==> config.mk <==
export PLATFORM = sky130hd
export DESIGN_NAME = note_stabilizer
export DESIGN_NICKNAME = d
export VERILOG_FILES = /design/src/rtl/tuner_pkg.sv /design/src/rtl/note_stabilizer_sat_counter.sv /design/src/rtl/note_stabilizer.sv
export SDC_FILE = /design/constraint.sdc
export NUM_CORES = 1
export LEC_CHECK = 0
export BUFFER_PORTS_ARGS = -buffer_cell sky130_fd_sc_hd__buf_4
export CAP_MARGIN = 25
export CORE_MARGIN = 2
export CORE_UTILIZATION = 30
export DETAILED_ROUTE_END_ITERATION = 12
export GPL_TIMING_DRIVEN = 0
export PLACE_DENSITY = 0.47
export SLEW_MARGIN = 20
export SYNTH_ARGS = -nofsm -noshare
export SYNTH_HDL_FRONTEND = slang
export SYNTH_SLANG_ARGS = --single-unit
export TNS_END_PERCENT = 30
==> constraint.sdc <==
create_clock -name clk_i -period 2.1 [get_ports clk_i]
set_input_delay 0.21 -clock clk_i [delete_from_list [all_inputs] [get_ports clk_i]]
set_output_delay 0.21 -clock clk_i [all_outputs]
set_load 0.05 [all_outputs]
==> src/rtl/tuner_pkg.sv <==
// Shared types for the tuner datapath: bin index encoding and the
// change-event payload passed to the display stage.
package tuner_pkg;
   localparam int NUM_BINS = 7;

   typedef logic [2:0] note_idx_t;

   localparam note_idx_t NO_PITCH = 3'd7;

   typedef struct packed {
      note_idx_t note;
      logic      locked;
   } note_evt_t;
endpackage

==> src/rtl/note_stabilizer_sat_counter.sv <==
// Saturating up-counter with clear (highest priority), set-to-one and increment.
// Used for both the run-length counter and the idle timer.
module sat_counter #(
   parameter int WIDTH = 4,
   parameter int MAX   = 15
) (
   input  logic             clk_i,
   input  logic             reset_i,
   input  logic             clr_i,
   input  logic             set_one_i,
   input  logic             inc_i,
   output logic [WIDTH-1:0] cnt_o
);
   localparam logic [WIDTH-1:0] MAX_V = WIDTH'(MAX);

   logic [WIDTH-1:0] cnt_q;
   logic [WIDTH-1:0] cnt_d;

   always_comb begin
      cnt_d = cnt_q;
      if (clr_i) begin
         cnt_d = '0;
      end else if (set_one_i) begin
         cnt_d = WIDTH'(1);
      end else if (inc_i && (cnt_q != MAX_V)) begin
         cnt_d = cnt_q + WIDTH'(1);
      end
   end

   always_ff @(posedge clk_i or posedge reset_i) begin
      if (reset_i) begin
         cnt_q <= '0;
      end else begin
         cnt_q <= cnt_d;
      end
   end

   assign cnt_o = cnt_q;
endmodule

==> src/rtl/note_stabilizer.sv <==
// Debounces the stream of winning bin indices into a committed note and
// reports each commit or lock loss through a one-deep event slot.
module note_stabilizer
   import tuner_pkg::*;
#(
   parameter int STABLE_COUNT_P = 4,
   parameter int HOLD_CYCLES_P  = 1000000
) (
   input  logic       clk_i,
   input  logic       reset_i,
   input  logic       valid_i,
   input  logic [2:0] index_i,
   output logic       ready_o,
   output logic [2:0] note_o,
   output logic       locked_o,
   output logic       evt_valid_o,
   input  logic       evt_ready_i,
   output logic [2:0] evt_note_o,
   output logic       evt_locked_o
);
   localparam int CNT_W  = $clog2(STABLE_COUNT_P + 1);
   localparam int IDLE_W = $clog2(HOLD_CYCLES_P + 1);
   localparam logic [CNT_W-1:0]  CNT_MAX  = CNT_W'(STABLE_COUNT_P);
   localparam logic [IDLE_W-1:0] IDLE_MAX = IDLE_W'(HOLD_CYCLES_P);

   note_idx_t   note_q, note_d;
   note_idx_t   cand_q, cand_d;
   logic        locked_q, locked_d;
   logic        evt_valid_q, evt_valid_d;
   note_evt_t   evt_q, evt_d;

   logic [CNT_W-1:0]  cnt;
   logic [IDLE_W-1:0] idle;

   logic accept, pitch, same, hits_max, commit, timeout;
   logic cnt_clr, cnt_set, cnt_inc, idle_clr, idle_inc;

   always_comb begin
      accept   = valid_i & ~evt_valid_q;
      pitch    = (index_i != NO_PITCH);
      same     = (cnt != '0) && (index_i == cand_q);
      // Count after this sample reaches the threshold (counter saturates at it).
      hits_max = same ? (cnt >= (CNT_MAX - CNT_W'(1))) : (STABLE_COUNT_P == 1);
      commit   = accept & pitch & hits_max & (~locked_q | (index_i != note_q));
      timeout  = ~accept & (idle == IDLE_MAX) & locked_q & ~evt_valid_q;

      cnt_clr  = (accept & ~pitch) | timeout;
      cnt_set  = accept & pitch & ~same;
      cnt_inc  = accept & pitch & same;
      idle_clr = accept & pitch;
      idle_inc = ~accept;

      note_d      = note_q;
      cand_d      = cand_q;
      locked_d    = locked_q;
      evt_valid_d = evt_valid_q;
      evt_d       = evt_q;

      if (cnt_set) begin
         cand_d = index_i;
      end
      if (evt_valid_q && evt_ready_i) begin
         evt_valid_d = 1'b0;
         evt_d       = '0;
      end
      if (commit) begin
         note_d      = index_i;
         locked_d    = 1'b1;
         evt_valid_d = 1'b1;
         evt_d       = '{note: index_i, locked: 1'b1};
      end else if (timeout) begin
         note_d      = '0;
         locked_d    = 1'b0;
         evt_valid_d = 1'b1;
         evt_d       = '{note: '0, locked: 1'b0};
      end
   end

   always_ff @(posedge clk_i or posedge reset_i) begin
      if (reset_i) begin
         note_q      <= '0;
         cand_q      <= '0;
         locked_q    <= 1'b0;
         evt_valid_q <= 1'b0;
         evt_q       <= '0;
      end else begin
         note_q      <= note_d;
         cand_q      <= cand_d;
         locked_q    <= locked_d;
         evt_valid_q <= evt_valid_d;
         evt_q       <= evt_d;
      end
   end

   sat_counter #(.WIDTH(CNT_W), .MAX(STABLE_COUNT_P)) u_cnt (
      .clk_i     (clk_i),
      .reset_i   (reset_i),
      .clr_i     (cnt_clr),
      .set_one_i (cnt_set),
      .inc_i     (cnt_inc),
      .cnt_o     (cnt)
   );

   sat_counter #(.WIDTH(IDLE_W), .MAX(HOLD_CYCLES_P)) u_idle (
      .clk_i     (clk_i),
      .reset_i   (reset_i),
      .clr_i     (idle_clr),
      .set_one_i (1'b0),
      .inc_i     (idle_inc),
      .cnt_o     (idle)
   );

   assign ready_o      = ~evt_valid_q;
   assign note_o       = note_q;
   assign locked_o     = locked_q;
   assign evt_valid_o  = evt_valid_q;
   assign evt_note_o   = evt_q.note;
   assign evt_locked_o = evt_q.locked;
endmodule

# Word-level counts from Yosys, hierarchy flattened
# Index checks and enable logic that the tools add are counted.
[totals]
elab_cells = 59
ff_bits = 35
inputBits = 7
output_inout_bits = 10
[classes]
mux = 16
magnitude_cmp = 1
n_eq_ne = 6
add_sub_neg = 2
n_reduce_logical = 9
bitwise = 17
[op_table]
columns = ["cell", "count"]
rows = [
  ["$mux W20", 2],
  ["$add A20 B1 Y20 const B", 1],
  ["$eq A20 B20 Y1 const B", 1],
  ["$ne A20 B20 Y1 const B", 1],
  ["$mux W3", 5],
  ["$mux W4", 3],
  ["$and A1 B1 Y1", 10],
  ["$reduce_bool A3 Y1", 3],
  ["$mux W1", 6],
  ["$ne A3 B3 Y1 const B", 2],
  ["$not A1 Y1", 5],
  ["$logic_and A1 B1 Y1", 4],
  ["$reduce_bool A2 Y1", 2],
  ["$add A3 B1 Y3 const B", 1],
  ["$eq A3 B3 Y1", 1],
  ["$ge A3 B2 Y1 const B", 1],
  ["$ne A3 B3 Y1", 1],
  ["$or A1 B1 Y1", 2],
]

# Longest topological paths before layout
# Gate-level depths: netlist of the first run.
[logic_depth]
ltp_word = 8
ltp_mapped = 8
depth_no_buf = 7

# Hierarchy
# From an unflattened synthesis of the first run, not the netlist that was laid out.
[hier_totals]
hier_cells = 209
area_unflattened_um2 = 2040.7
[modules_own_cells]
columns = ["mod", "area_each_um2", "cells_each", "n_inst"]
rows = [
  ["sat_counter at u_idle", 1148.6, 123, 1],
  ["note_stabilizer", 696.9, 68, 1],
  ["sat_counter at u_cnt", 195.2, 18, 1],
]

# Worst setup path before layout of the first run
# Ideal clock, no wire load.
[synth_timing]
path_kind = "register to register"
start = "reg evt_valid_q, in the netlist evt_valid_o"
end = "reg evt_q, in the netlist evt_note_o[1]"
t_arrival_ps = 1848
path_buffers = 0
t_required_ps = 1978
path_stages_with_launch = 6
setup_ps = 122
slack_ps = 131
path_cell_list = "dfrtp_1 -> nor2b_2 -> nor4b_1 -> nand4_1 -> nor2b_4 -> a32o_1"
[synth_via]
elab_chain_len = 8
[synth_lines]
columns = ["element", "line_no", "text"]
rows = [
  ["start, declared", "note_stabilizer.sv:29", "logic evt_valid_q, evt_valid_d;"],
  ["start signal, assigned", "note_stabilizer.sv:90", "evt_valid_q <= evt_valid_d;"],
  ["$not A1 Y1", "note_stabilizer.sv:39, note_stabilizer.sv:45", ""],
  ["$and A1 B1 Y1", "note_stabilizer.sv:39", "accept = valid_i & ~evt_valid_q;"],
  ["$not A1 Y1", "note_stabilizer.sv:45", "timeout = ~accept & (idle == IDLE_MAX) & locked_q & ~evt_valid_q;"],
  ["$and A1 B1 Y1 (3 in series)", "note_stabilizer.sv:45", ""],
  ["$mux W4", "note_stabilizer.sv:71", "end else if (timeout) begin"],
  ["$mux W4", "note_stabilizer.sv:66", "if (commit) begin"],
  ["end signal, assigned", "note_stabilizer.sv:91", "evt_q <= evt_d;"],
  ["end, declared", "note_stabilizer.sv:30", "note_evt_t evt_q, evt_d;"],
]
# Parallel ways exist; a longest one is shown, timed or not.
# A chain may end at the register's enable or synchronous reset.

# Final worst setup path of the first run
[layout_timing]
start = "reg u_idle.cnt_q[11], in the netlist u_idle.cnt_o[11]"
end = "reg evt_q, in the netlist evt_note_o[2]"
[layout_via]
elab_chain_len = 6
[layout_lines]
columns = ["element", "line_no", "text"]
rows = [
  ["start, declared", "note_stabilizer_sat_counter.sv:16", "logic [WIDTH-1:0] cnt_q;"],
  ["start signal, assigned", "note_stabilizer_sat_counter.sv:34", "cnt_q <= cnt_d;"],
  ["$eq A20 B20 Y1 *", "note_stabilizer.sv:45", ""],
  ["$and A1 B1 Y1 * (3 in series)", "note_stabilizer.sv:45", ""],
  ["$mux W4", "note_stabilizer.sv:71", ""],
  ["$mux W4", "note_stabilizer.sv:66", ""],
]
# Every way passes the cells marked *; elsewhere a longest branch is shown, timed or not.

==> reports/metrics.cfg, run 1 <==
[cts]
root_buffer=clkbuf_8
cts_buffers=5
cts_resized=0
clockBufferDepth=2
htree_levels=2
cts_tree=built
cts_num_sinks=35
clkLatencyLatePin_ns=0.29
clkSlewWorstSetupHoldPaths_ns=0.07

[cells_and_area]
insertedDiodeCount=0
area_growth_syn_to_layout_pct=17.6
drive_gt1_frac=0.182
final_common_cell=dfrtp_1
ff_latch_area_um2=876
nets=220
final_cell_mix=dfrtp_1, nor2_1, nand2_1
nFillCells=620
final_cell_area_mm2=0.00218
multi_input_area_um2=908

[grt]
grt_max_degree=27
grt-busiest-layer=met1
grtUsageMet2=0.198
grtUsageMet3=0.0293
grt_pass1_vias=1368
grt_use_met1=0.202
antenna_found_initial=0
track_usage=0.138
grt_pass1_wl_um=7000
overflow=0

[routing]
wirelength_um=4030
via_count=1430
drtIter0Drc=95
drc=0
drt.antenna.violating_nets=0
vias_per_cell=5.04
drt-pass1-iter-count=4
wire_per_inst_um=14.2

[logic_synthesis]
synthArstFlopShare=1.00
synth_cell_type_count=41
synth_warnings=0
synthTopCellsByArea=dfrtp_1, xnor2_1, xor2_1, nor2_1, nand2_1
synthesis.area_mm2=0.00185
synth_top_area_share=0.473
synth_largest_area_cell=dfrtp_1
synth-seq-cells=35
seq_area_frac_synth=0.473
synth_area_per_cell_um2=10.1
synth_edf_count=0
synth_cells=183
synth.net_count=195
synth_ff_type=dfrtp_1

[flow_run]
timing.max_cap.violations=0

[run_status]
run_status=complete, no violations

[placement]
dp_hpwl_um=2850
gp_congestion=0.789
dpl_cell_area_mm2=0.00209
port_buffers=16
post-place-ws_ns=0.179

[sta]
grt_setup_unrepaired=no
fin_crit_ns=1.92
max-slew-margin-rel=0.521
fin_tns_setup_ns=0
worst_pin_slew_ns=0.719
fin_ws_ns=0.177
clock_skew_ns=0.00549
holdWs_ns=0.0975
finalMaxSlewViolations=0
post-route-period-util=0.916
max_freq_mhz=520
hold_viol=0
setup_viol=0

[floorplanning]
die_h_um=82.6
core_mm2=0.00596
dieWidth_um=82.6
initial_core_util=0.311
dieArea_mm2=0.00682
num_io_pins=17
core.rowCount=28

[power]
p_leak_nw=0.990
power.density_mw_per_mm2=830
power_mw=1.81
peakVddDrop_mv=0.502

[worst_hold_path]
min_path_type=in -> reg

[critical_path]
critPathRequiredTime_ns=2.27
critPathArrivalTime_ns=2.10
path_max_fanout=7
start_kind=flip-flop
crit_type=reg -> reg
end_kind=flip-flop
r2r_slack_ns=0.18

-- critical path: stages (launching register included) --
cell and delay (ns):
dfrtp_1 0.43, nor4b_1 0.36, and4b_1 0.28, nand4_1 0.24
nor2b_4 0.25, a32o_1 0.26
-- synthesized netlist by cell type (2+ instances only) --
cell,count
dfrtp_1,35
nor2_1,19
nand2_1,17
xnor2_1,11
nand4_1,10
xor2_1,10
inv_1,9
a21oi_1,8
nand3_1,7
ha_1,5
o21ai_0,5
and3_1,4
a31o_2,3
a32o_1,3
clkbuf_1,3
a22o_1,2
and4_1,2
buf_6,2
nand4b_1,2
nor4_1,2
nor4b_1,2
o211ai_1,2
or3_1,2
-- flip-flops by register name (all words and copies together), names as in the netlist --
register / count
cand_q: 3
note_o: 3
locked_o: 1
evt_locked_o: 1
u_idle.cnt_o: 20
evt_note_o: 3
u_cnt.cnt_o: 3
evt_valid_o: 1
-- per-stage QoR --
step / utilization / std cells
after floorplan: - / 183
after CTS: 0.366 / 284
final: 0.366 / 284
after global placement: 0.347 / 274
after global routing: 0.366 / 284
after detailed placement: 0.350 / 275
-- path summary, 6_finish.rpt --
kind / start / to / depth (start not counted)
worst max-delay path: u_idle.cnt_o[11] / evt_note_o[2] / 5
worst min-delay path: evt_ready_i / evt_valid_o / 2
worst max register to register: u_idle.cnt_o[11] / evt_note_o[2] / 5
worst min register to register: cand_q[0] / cand_q[0] / 2
max in group asynchronous: reset_i / note_o[1] / 4
min in group asynchronous: reset_i / u_idle.cnt_o[8] / 3
-- cell type report --
| type | instances | share of cell area |
|---|---|---|
| buffer | 5 | 0.0155 |
| clock buffer | 7 | 0.0351 |
| clock inverter | 1 | 0.00230 |
| inverter | 9 | 0.0155 |
| multi-input combinational | 134 | 0.417 |
| sequential | 35 | 0.402 |
| tap | 75 | 0.0431 |
| timing repair buffer | 18 | 0.0690 |
-- cells by family (layout without fill, tap and decap cells) --
family          after synthesis  count (layout)  share of synthesized area
buf+inv                      14              40                     0.0365
flops                        35              35                      0.473
mux                           2               2                     0.0135
xor+xnor                     21              21                     0.0993
fa+ha+maj                     5               5                     0.0338
compound gates               29              29                      0.112
simple gates                 77              77                      0.232
-- power by group --
group          total, mW  leakage [nW]  internal (mW)  switching (mW)
combinational      0.514         0.474          0.187           0.326
sequential         0.813         0.473          0.750          0.0630
clock              0.481        0.0422          0.233           0.248
-- per-layer routing --
metal / up-vias / share of wire
met5: - / 0
met4: 0 / 0.017
met3: 6 / 0.023
met2: 14 / 0.44
met1: 711 / 0.52
li1: 699 / -
-- timing repair --
action | in CTS | in global routing
buffers inserted | 0 | 0
hold buffers | 1 | 0
endpoints found under the hold margin | 9 | 0
Power figures use the tool's default switching activity.
==> run 2, diff against run 1 <==
--- a/config.mk
+++ b/config.mk
@@ -9,3 +9,3 @@
 export CAP_MARGIN = 25
-export CORE_MARGIN = 2
+export CORE_MARGIN = 1
 export CORE_UTILIZATION = 30
--- a/constraint.sdc
+++ b/constraint.sdc
@@ -3,2 +3,2 @@
 set_output_delay 0.21 -clock clk_i [all_outputs]
-set_load 0.05 [all_outputs]
+set_load 0.01 [all_outputs]
==> run 2 against run 1 <==
Net effect: die area is 4.8% lower; non-clock buffer count stayed put; count of clock-buffer cells in the layout is 1 higher; via count is 2.2% lower; core utilization is 0.64 points higher; hold slack worse by 0.0024 ns; fmax is 2.6% higher; cell count stayed put; combinational power is 35% lower; design area is 1.1% higher; sequential share of layout area is 0.46 points lower; clock power is 14% higher; critical path type unchanged.
==> reports/metrics.cfg, run 2 (synthesis gave the netlist of run 1 again) <==
[run_status]
run_status=complete, no violations

[placement]
dp_hpwl_um=2960  ; +3.8%
dpl_cell_area_mm2=0.00209  ; unchanged
post-place-ws_ns=0.125  ; -0.0533 ns
port_buffers=16  ; unchanged
gp_congestion=0.720  ; -8.7%

[critical_path]
path_delay_family=compound AO/OA/AOI/OAI gates
r2r_start=u_idle.cnt_o[0]
start_kind=flip-flop
slowest_stage=a211oi_1
cp_num_buf_inv=0  ; unchanged
crit_chain=ha_1 -> nand2_1 -> a211oi_1 -> and3_1 -> xnor2_1 -> nor2_1
path_max_fanout=4  ; -3
critPathMaxStageDelay_ns=0.64  ; +0.21 ns
cp-startpoint=u_idle.cnt_o[0]
critPathArrivalTime_ns=2.03  ; -0.07 ns
critPathRequiredTime_ns=2.26  ; about the same
end_kind=flip-flop
crit_type=reg -> reg

[cts]
clockBufferDepth=2  ; unchanged
cts_num_sinks=35  ; unchanged
root_buffer=clkbuf_8
htree_levels=2  ; unchanged
cts_setup_buffers=0  ; unchanged
clkSlewWorstSetupHoldPaths_ns=0.08  ; about the same
cts_tree=built
cts_buffers=5  ; unchanged
clkLatencyLatePin_ns=0.29  ; about the same

[sta]
fin_tns_setup_ns=0  ; unchanged
fin_ws_ns=0.226  ; +0.0491 ns
hold_viol=0  ; unchanged
max_freq_mhz=534  ; +2.6%
setup_viol=0  ; unchanged
finalMaxSlewViolations=0  ; unchanged
holdWs_ns=0.0951  ; -0.00244 ns
worst_pin_slew_ns=0.740  ; +0.0211 ns
max-slew-margin-rel=0.504  ; -0.0171
fin_crit_ns=1.87  ; -0.0491 ns
post-route-period-util=0.892  ; -0.0234
clock_skew_ns=0.00753  ; +0.00204 ns
grt_setup_unrepaired=no

[routing]
drc=0  ; unchanged
wire_per_inst_um=14.1  ; -0.72%
vias_per_cell=4.92  ; -2.2%
via_count=1398  ; -2.2%
drt-pass1-iter-count=4  ; unchanged
drtIter0Drc=56  ; -41%
wirelength_um=4000  ; -0.72%
drt.antenna.violating_nets=0  ; unchanged

[power]
p_comb_frac=0.196  ; -0.088
power.density_mw_per_mm2=772  ; -7.0%
p_sw_mw=0.469  ; -26%
seqPwrFrac=0.480  ; +0.030
switching_share=0.276  ; -0.0770
intPower_mw=1.23  ; +5.3%
clockPowerShare=0.324  ; +0.058
p_leak_nw=1.00  ; +1.1%
peakVddDrop_mv=0.374  ; -26%

[cells_and_area]
final_cell_area_mm2=0.00220  ; +1.1%
insertedDiodeCount=0  ; unchanged
largest_reg_flops=20  ; unchanged
final_common_cell=dfrtp_1
drive_gt1_frac=0.191  ; +0.00957
utilization=0.372  ; +0.00639
area_growth_syn_to_layout_pct=18.9
nFillCells=598  ; -3.5%
final_cell_mix=dfrtp_1, nor2_1, nand2_1
nets=220  ; unchanged

[floorplanning]
core_mm2=0.00592  ; -0.59%
core.rowCount=28  ; unchanged
num_io_pins=17  ; unchanged
die_h_um=80.6  ; -2.4%
dieWidth_um=80.6  ; -2.4%
dieArea_mm2=0.00649  ; -4.8%
initial_core_util=0.313  ; +0.00184

[grt]
grt_pass1_wl_um=6820  ; -2.6%
grt_max_degree=29  ; +7.4%
overflow=0  ; unchanged
track_usage=0.141  ; +0.00275
grt_pass1_vias=1368  ; unchanged
antenna_found_initial=0  ; unchanged

[worst_hold_path]
min-delay-start=evt_ready_i
min_path_type=in -> reg

[flow_run]
timing.max_cap.violations=0  ; unchanged

## run 2: timing repair
action | 4_1_cts | 5_1_grt
hold buffers | 1 | 0
gates resized for setup | 0 | 1
setup endpoints to repair | 0 | 4
hold endpoints to repair | 7 | 0
## run 2: worst register-to-register path, stage by stage (launching register included)
cell,delay [ns]
dfrtp_1,0.40
ha_1,0.21
nand2_1,0.08
a211oi_1,0.64
and3_1,0.26
xnor2_1,0.11
nor2_1,0.05
## run 2: worst paths after layout
| kind | cells past startpoint | endpoint | slack [ns] |
|---|---|---|---|
| setup / recovery | 6 | u_idle.cnt_o[6] | 0.23 |
| max in group asynchronous | 4 | u_idle.cnt_o[3] | 1.31 |
| min in group asynchronous | 3 | note_o[2] | 0.38 |
| hold reg to reg | 2 | cand_q[2] | 0.50 |
| setup reg to reg | 6 | u_idle.cnt_o[6] | 0.23 |
| hold / removal | 2 | evt_valid_o | 0.1 |
## run 2: metal layers
metal,GRT usage,vias up,routed length (um)
met3,0.0398,4,169
met4,0.0429,0,34
li1,-,698,-
met1,0.205,669,2140
met2,0.197,27,1660
met5,0,-,0
## run 2: final cells by class
cell class / instances / area (um^2) / area share
multi-input cells: 134 / 915 / 0.415
flip-flops and latches: 35 / 876 / 0.398
repair buffers: 18 / 150 / 0.0682
clock buffers: 8 / 100 / 0.0455
well taps: 75 / 93.8 / 0.0426
plain buffers: 5 / 33.8 / 0.0153
inverters: 9 / 33.8 / 0.0153
## run 2: power groups by stage
stage	Sequential, mW	Clock, mW	Combinational [mW]
after global placement	0.831	0	0.332
after CTS	0.818	0.568	0.342
after detailed placement	0.828	0	0.340
after floorplan	0.841	0	0.173
final	0.816	0.550	0.334
after global routing	0.829	0.599	0.379
## run 2: per-stage QoR
stage / total power [mW] / std cells
5_1_grt: 1.81 / 284
3_3_place_gp: 1.16 / 274
4_1_cts: 1.73 / 284
2_1_floorplan: 1.01 / 183
6_report: 1.70 / 284
3_5_place_dp: 1.17 / 275
